File: src/rtl/lcd_pixel_tx.sv
// lcd_pixel_tx: parallel RGB panel transmitter (pixel divider, H/V timing, stream sync, underflow count).
// Defining LCD_TESTPAT_EN adds the tpat_sel input and an 8-bar colour test pattern.
//   state | meaning
//   SEEK  | discarding stream until a sof pixel can be taken at (0,0)
//   LOCK  | one pixel taken per active-area tick
module lcd_pixel_tx #(
    parameter int          CLK_DIV  = 2,
    parameter int          H_ACTIVE = 800,
    parameter int          H_FP     = 40,
    parameter int          H_SYNC   = 128,
    parameter int          H_BP     = 88,
    parameter int          V_ACTIVE = 480,
    parameter int          V_FP     = 1,
    parameter int          V_SYNC   = 3,
    parameter int          V_BP     = 21,
    parameter logic [23:0] UF_COLOR = 24'hFF00FF
) (
    input  logic        clk,
    input  logic        rst,
`ifdef LCD_TESTPAT_EN
    input  logic        tpat_sel,
`endif
    input  logic [23:0] pix_data,
    input  logic        pix_sof,
    input  logic        pix_valid,
    output logic        pix_ready,
    output logic        lcdclk,
    output logic [23:0] rgb,
    output logic        den,
    output logic        hsd,
    output logic        vsd,
    output logic        stbyb,
    output logic        frame_start,
    output logic        uf_sticky,
    output logic [15:0] uf_count
);
    localparam int H_TOTAL = H_ACTIVE + H_FP + H_SYNC + H_BP;
    localparam int V_TOTAL = V_ACTIVE + V_FP + V_SYNC + V_BP;
    localparam int HW = $clog2(H_TOTAL + 1);
    localparam int VW = $clog2(V_TOTAL + 1);
    localparam int DW = $clog2(CLK_DIV);

    localparam logic [DW-1:0] DIV_LOAD = DW'(CLK_DIV - 1);
    localparam logic [DW-1:0] DIV_HALF = DW'(CLK_DIV / 2);
    localparam logic [HW-1:0] H_ACT    = HW'(H_ACTIVE);
    localparam logic [HW-1:0] HS_BEG   = HW'(H_ACTIVE + H_FP);
    localparam logic [HW-1:0] HS_END   = HW'(H_ACTIVE + H_FP + H_SYNC);
    localparam logic [HW-1:0] H_LAST   = HW'(H_TOTAL - 1);
    localparam logic [VW-1:0] V_ACT    = VW'(V_ACTIVE);
    localparam logic [VW-1:0] VS_BEG   = VW'(V_ACTIVE + V_FP);
    localparam logic [VW-1:0] VS_END   = VW'(V_ACTIVE + V_FP + V_SYNC);
    localparam logic [VW-1:0] V_LAST   = VW'(V_TOTAL - 1);

    typedef enum logic {SEEK, LOCK} state_t;

    state_t        state, state_nxt;
    logic [DW-1:0] div_cnt;
    logic [HW-1:0] h_cnt;
    logic [VW-1:0] v_cnt;
    logic          tick, active, first, h_sync, v_sync;
    logic          tp_on, ready_c, uf_evt, fs_evt, sof_pix;
    logic [23:0]   rgb_nxt, bar_rgb;

    assign tick    = (div_cnt == '0);
    assign active  = (h_cnt < H_ACT) && (v_cnt < V_ACT);
    assign first   = (h_cnt == '0) && (v_cnt == '0);
    assign h_sync  = (h_cnt >= HS_BEG) && (h_cnt < HS_END);
    assign v_sync  = (v_cnt >= VS_BEG) && (v_cnt < VS_END);
    assign sof_pix = pix_valid && pix_sof;

`ifdef LCD_TESTPAT_EN
    logic [2:0] bar_idx, bar_col;
    assign bar_idx = 3'((32'(h_cnt) * 32'd8) / 32'(H_ACTIVE));
    assign bar_col = 3'd7 - bar_idx;
    assign bar_rgb = {{8{bar_col[2]}}, {8{bar_col[1]}}, {8{bar_col[0]}}};
    assign tp_on   = tpat_sel;
`else
    assign bar_rgb = '0;
    assign tp_on   = 1'b0;
`endif

    // stbyb is low for the first clk after reset, which also keeps pix_ready low there
    assign pix_ready = ready_c && stbyb;

    always_comb begin
        state_nxt = state;
        ready_c   = 1'b0;
        uf_evt    = 1'b0;
        fs_evt    = 1'b0;
        rgb_nxt   = '0;
        if (tp_on) begin
            state_nxt = SEEK;
            if (active) rgb_nxt = bar_rgb;
        end else begin
            case (state)
                SEEK: begin
                    ready_c = !sof_pix || (tick && first);
                    if (tick && active) begin
                        rgb_nxt = UF_COLOR;
                        if (first && sof_pix) begin
                            state_nxt = LOCK;
                            rgb_nxt   = pix_data;
                            fs_evt    = 1'b1;
                        end
                    end
                end
                LOCK: begin
                    if (tick && active) begin
                        rgb_nxt = UF_COLOR;
                        if (!pix_valid) begin
                            ready_c = 1'b1;
                            uf_evt  = 1'b1;
                        end else if (pix_sof != first) begin
                            state_nxt = SEEK;
                            uf_evt    = 1'b1;
                        end else begin
                            ready_c = 1'b1;
                            rgb_nxt = pix_data;
                            fs_evt  = first;
                        end
                    end
                end
                default: state_nxt = SEEK;
            endcase
        end
    end

    always_ff @(posedge clk) begin
        if (rst) begin
            state       <= SEEK;
            div_cnt     <= DIV_LOAD;
            h_cnt       <= '0;
            v_cnt       <= '0;
            lcdclk      <= 1'b0;
            rgb         <= '0;
            den         <= 1'b0;
            hsd         <= 1'b1;
            vsd         <= 1'b1;
            stbyb       <= 1'b0;
            frame_start <= 1'b0;
            uf_sticky   <= 1'b0;
            uf_count    <= '0;
        end else begin
            stbyb       <= 1'b1;
            frame_start <= 1'b0;
            state       <= state_nxt;
            if (tick) begin
                div_cnt     <= DIV_LOAD;
                lcdclk      <= 1'b0;
                h_cnt       <= (h_cnt == H_LAST) ? '0 : h_cnt + HW'(1);
                if (h_cnt == H_LAST)
                    v_cnt <= (v_cnt == V_LAST) ? '0 : v_cnt + VW'(1);
                rgb         <= rgb_nxt;
                den         <= active;
                hsd         <= !h_sync;
                vsd         <= !v_sync;
                frame_start <= fs_evt;
                if (uf_evt) begin
                    uf_sticky <= 1'b1;
                    if (uf_count != 16'hFFFF) uf_count <= uf_count + 16'd1;
                end
            end else begin
                div_cnt <= div_cnt - DW'(1);
                if (div_cnt == DIV_HALF) lcdclk <= 1'b1;
            end
        end
    end
endmodule
File: config.mk
export PLATFORM = sky130hd
export DESIGN_NAME = lcd_pixel_tx
export DESIGN_NICKNAME = d
export VERILOG_FILES = /design/src/rtl/lcd_pixel_tx.sv
export SDC_FILE = /design/constraint.sdc
export NUM_CORES = 1
export LEC_CHECK = 0
export CAP_MARGIN = 20
export CORE_MARGIN = 4
export CORE_UTILIZATION = 45
export DETAILED_ROUTE_END_ITERATION = 8
export GPL_ROUTABILITY_DRIVEN = 0
export GPL_TIMING_DRIVEN = 0
export PLACE_DENSITY = 0.72
export SETUP_SLACK_MARGIN = 0.05
export SYNTH_ARGS = -nofsm -noshare
export SYNTH_HDL_FRONTEND = slang
export SYNTH_SLANG_ARGS = --single-unit
File: constraint.sdc
create_clock -name clk -period 3.11 [get_ports clk]
set_input_delay 0.622 -clock clk [delete_from_list [all_inputs] [get_ports clk]]
set_output_delay 0.622 -clock clk [all_outputs]
set_load 0.01 [all_outputs]
==> out/results.tsv <==
metric	value	unit
width of the die	90.9	um
Post-Synth Adder-Cell Area	2.83	%
startpoint types	flop	
Worst-Margin Slew	578	ps
# diodes	0	
cts hold-fix bufs	0	
Synth Area in Compound Gates	16.6	%
sw frac	24.9	%
crit end category	primary output	
WP data required	2490	ps
Antenna Nets Post-Route	0	
Clock Path Buffers	2	
clk_lat worst skew	340	ps
largest family of logic cells by synthesized area	simple AND/OR/NAND/NOR gates	
FF+latch count, synth	69	
CTS H-tree lvls	3	
fin crit share	93.6	%
Vias/cell	5.67	
Ports	76	
Psw	0.000453	W
Core ar.	6490	um^2
Reg area	1390	um^2
Post-synth EDFFs	0	
final wirelength	7910	um
most common cell in the netlist	dfxtp_1	
synth top area cells	dfxtp_1 45%, a221o_1 5.2%, nor2_1 3.8%	
CTS tree	done	
Synth top area share	44.6	%
max cap viols	0	
maximum vdd drop	287	uV
worst rel slew slack	61.3	%
Flop pwr share	51.6	%
multi-input logic area	1660	um^2
synth-to-layout area growth	35.9	%
CTS Buf Count	9	
clk root buf	clkbuf_8	
Fin. Hold Viols	0	
Post-Synth XOR/XNOR Area	4.25	%
P_leak	1.53	nW
Setup violations, final	0	
Fmax	0.344	GHz
wire per inst	15.6	um
antenna violations before repair	0	
combinational fraction of design power	13.1	%
portion of netlist area occupied by mux cells	2.06	%
DIE HEIGHT	90.9	um
CTS Sinks	69	
Clock Pin Slew Worst Setup and Hold Paths	70	ps
Overflow after GRT	0	
DRT iter0 DRCs	100	
IO Port Bufs	74	
Post-Place Cells	488	
Yosys cell types	50	
main flop type after synthesis	dfxtp_1	
internal power	0.00136	W
Max FO, Critical Path	6	
global-route wire length before repair	13500	um
post-synthesis simple-gate area fraction	25.5	%
part of the power in the clock network	35.3	%
fillers	571	
vias in the first global route	2774	
crit path time final	2910	ps
mapped cell area	3090	um^2
Setup Skew	8.98	ps
Worst EP arrival	2290	ps
Synth Warn #	0	
FP Rows	29	
final std cells w/o fill	507	
Pre-Repair DR Iteration Count	4	
vias	2877	
die area	8270	um^2
largest net degree at the start of global routing	12	
nets	460	
ratio of cells with drive above 1 in the final layout	10.0	%
share of the yosys chip area belonging to registers	44.6	%
drt drc	0	
Max Slew Vio Count	0	
pre-CTS WS	-47.8	ps
syn nets	372	
Initial Utilization	47.6	%
Commonest cells post-synth	69 x dfxtp_1, 31 x nor2_1, 19 x nand2_1, 18 x nand3_1, 17 x a21oi_1	
post-DP HPWL	5630	um
Syn Area/Cell	9.18	um^2
critical path class	reg2out	
ys async rst share	0	%
Yosys top cell by area	dfxtp_1	
gr usage total	19.8	%
synthesized instance count	337	
Hold WC Path Type	reg2reg	
outcome	finished clean	
RSZ-0062 raised after global routing	no	
final setup margin	200	ps
power per cell area	432	nW/um^2
-- flip-flops by register name, indices dropped and copies added (netlist names), 9 cells and up --
register / flops
uf_count: 16
v_cnt: 9
h_cnt: 11
rgb: 24
-- power groups by stage --
stage	registers [W]	logic, W	clock network [W]
floorplan	0.000972	0.0000833	0
global placement	0.000958	0.000221	0
detailed placement	0.000959	0.000224	0
CTS	0.000940	0.000229	0.000659
global route	0.000942	0.000257	0.000694
finish	0.000938	0.000238	0.000641
-- cell usage in the layout (no fill, tap or decap), drive strengths merged, types with 7 or more instances in the layout --
cell type / count
clkbuf: 26
nor4: 9
clkdlybuf4s50: 73
nor2: 31
inv: 10
a22o: 8
xnor2: 10
ha: 7
buf: 9
dfxtp: 69
nor2b: 8
nand3: 18
and3: 11
or3: 10
nand2: 19
a21oi: 17
a221o: 16
o21ai: 9
nor3: 8
-- layout make-up --
cell class | instances | share of cell area, %
Multi-Input combinational cell | 238 | 39.4
Sequential cell | 69 | 33.1
Timing Repair Buffer | 78 | 18.2
Clock buffer | 12 | 3.45
Tap cell | 77 | 2.29
Buffer | 18 | 1.99
Inverter | 11 | 1.04
Clock inverter | 4 | 0.565
-- path summary, 6_finish.rpt --
kind                 start  depth (start not counted)           to  slack, ps
hold / removal         den                          1          den        470
setup reg to reg  v_cnt[1]                         11  uf_count[9]        240
setup / recovery  v_cnt[1]                         10    pix_ready        200
hold reg to reg        den                          1          den        470
-- through the flow --
step / area, um^2 / utilization, % / total power, W / TNS [ps] / hold WS, ps
4_1_cts: 4120 / 63.5 / 0.00183 / 0 / 466
5_1_grt: 4200 / 64.7 / 0.00189 / 0 / 504
6_report: 4200 / 64.7 / 0.00182 / 0 / 468
2_1_floorplan: 3090 / - / 0.00106 / 0 / 471
3_5_place_dp: 3930 / 60.5 / 0.00118 / -47.8 / 450
3_3_place_gp: 3930 / 60.5 / 0.00118 / -23.6 / 434
-- timing repair --
item | 4_1_cts | 5_1_grt
setup endpoints to repair | 3 | 6
pin swaps | 3 | 5
gates resized for setup | 7 | 18
setup buffers | 2 | 2
cloned | 0 | 0
-- kinds of logic after synthesis --
family / count (synthesis)
multiplexers: 6
buffers and inverters: 30
AO/OA/AOI/OAI: 69
flip-flops: 69
AND/OR/NAND/NOR: 141
XOR/XNOR: 15
adder cells (fa/ha/maj): 7
-- metal layers --
metal	GRT usage, %	vias up	part of all wire (%)
met1	25.5	1383	45
li1	-	1428	-
met3	6.00	8	4.9
met2	32.4	58	49
met4	5.28	0	1.1
met5	0	-	0
-- worst max-delay path: stages, from the launching register on --
cell and delay (ps):
dfxtp_4 360, inv_2 80, ha_4 140, nor4bb_4 280
nand3_2 140, nor3_4 250, ha_4 240, a21oi_1 120
o21ai_1 80, a21oi_1 110, buf_2 160
(Power assumes the default switching activity.)
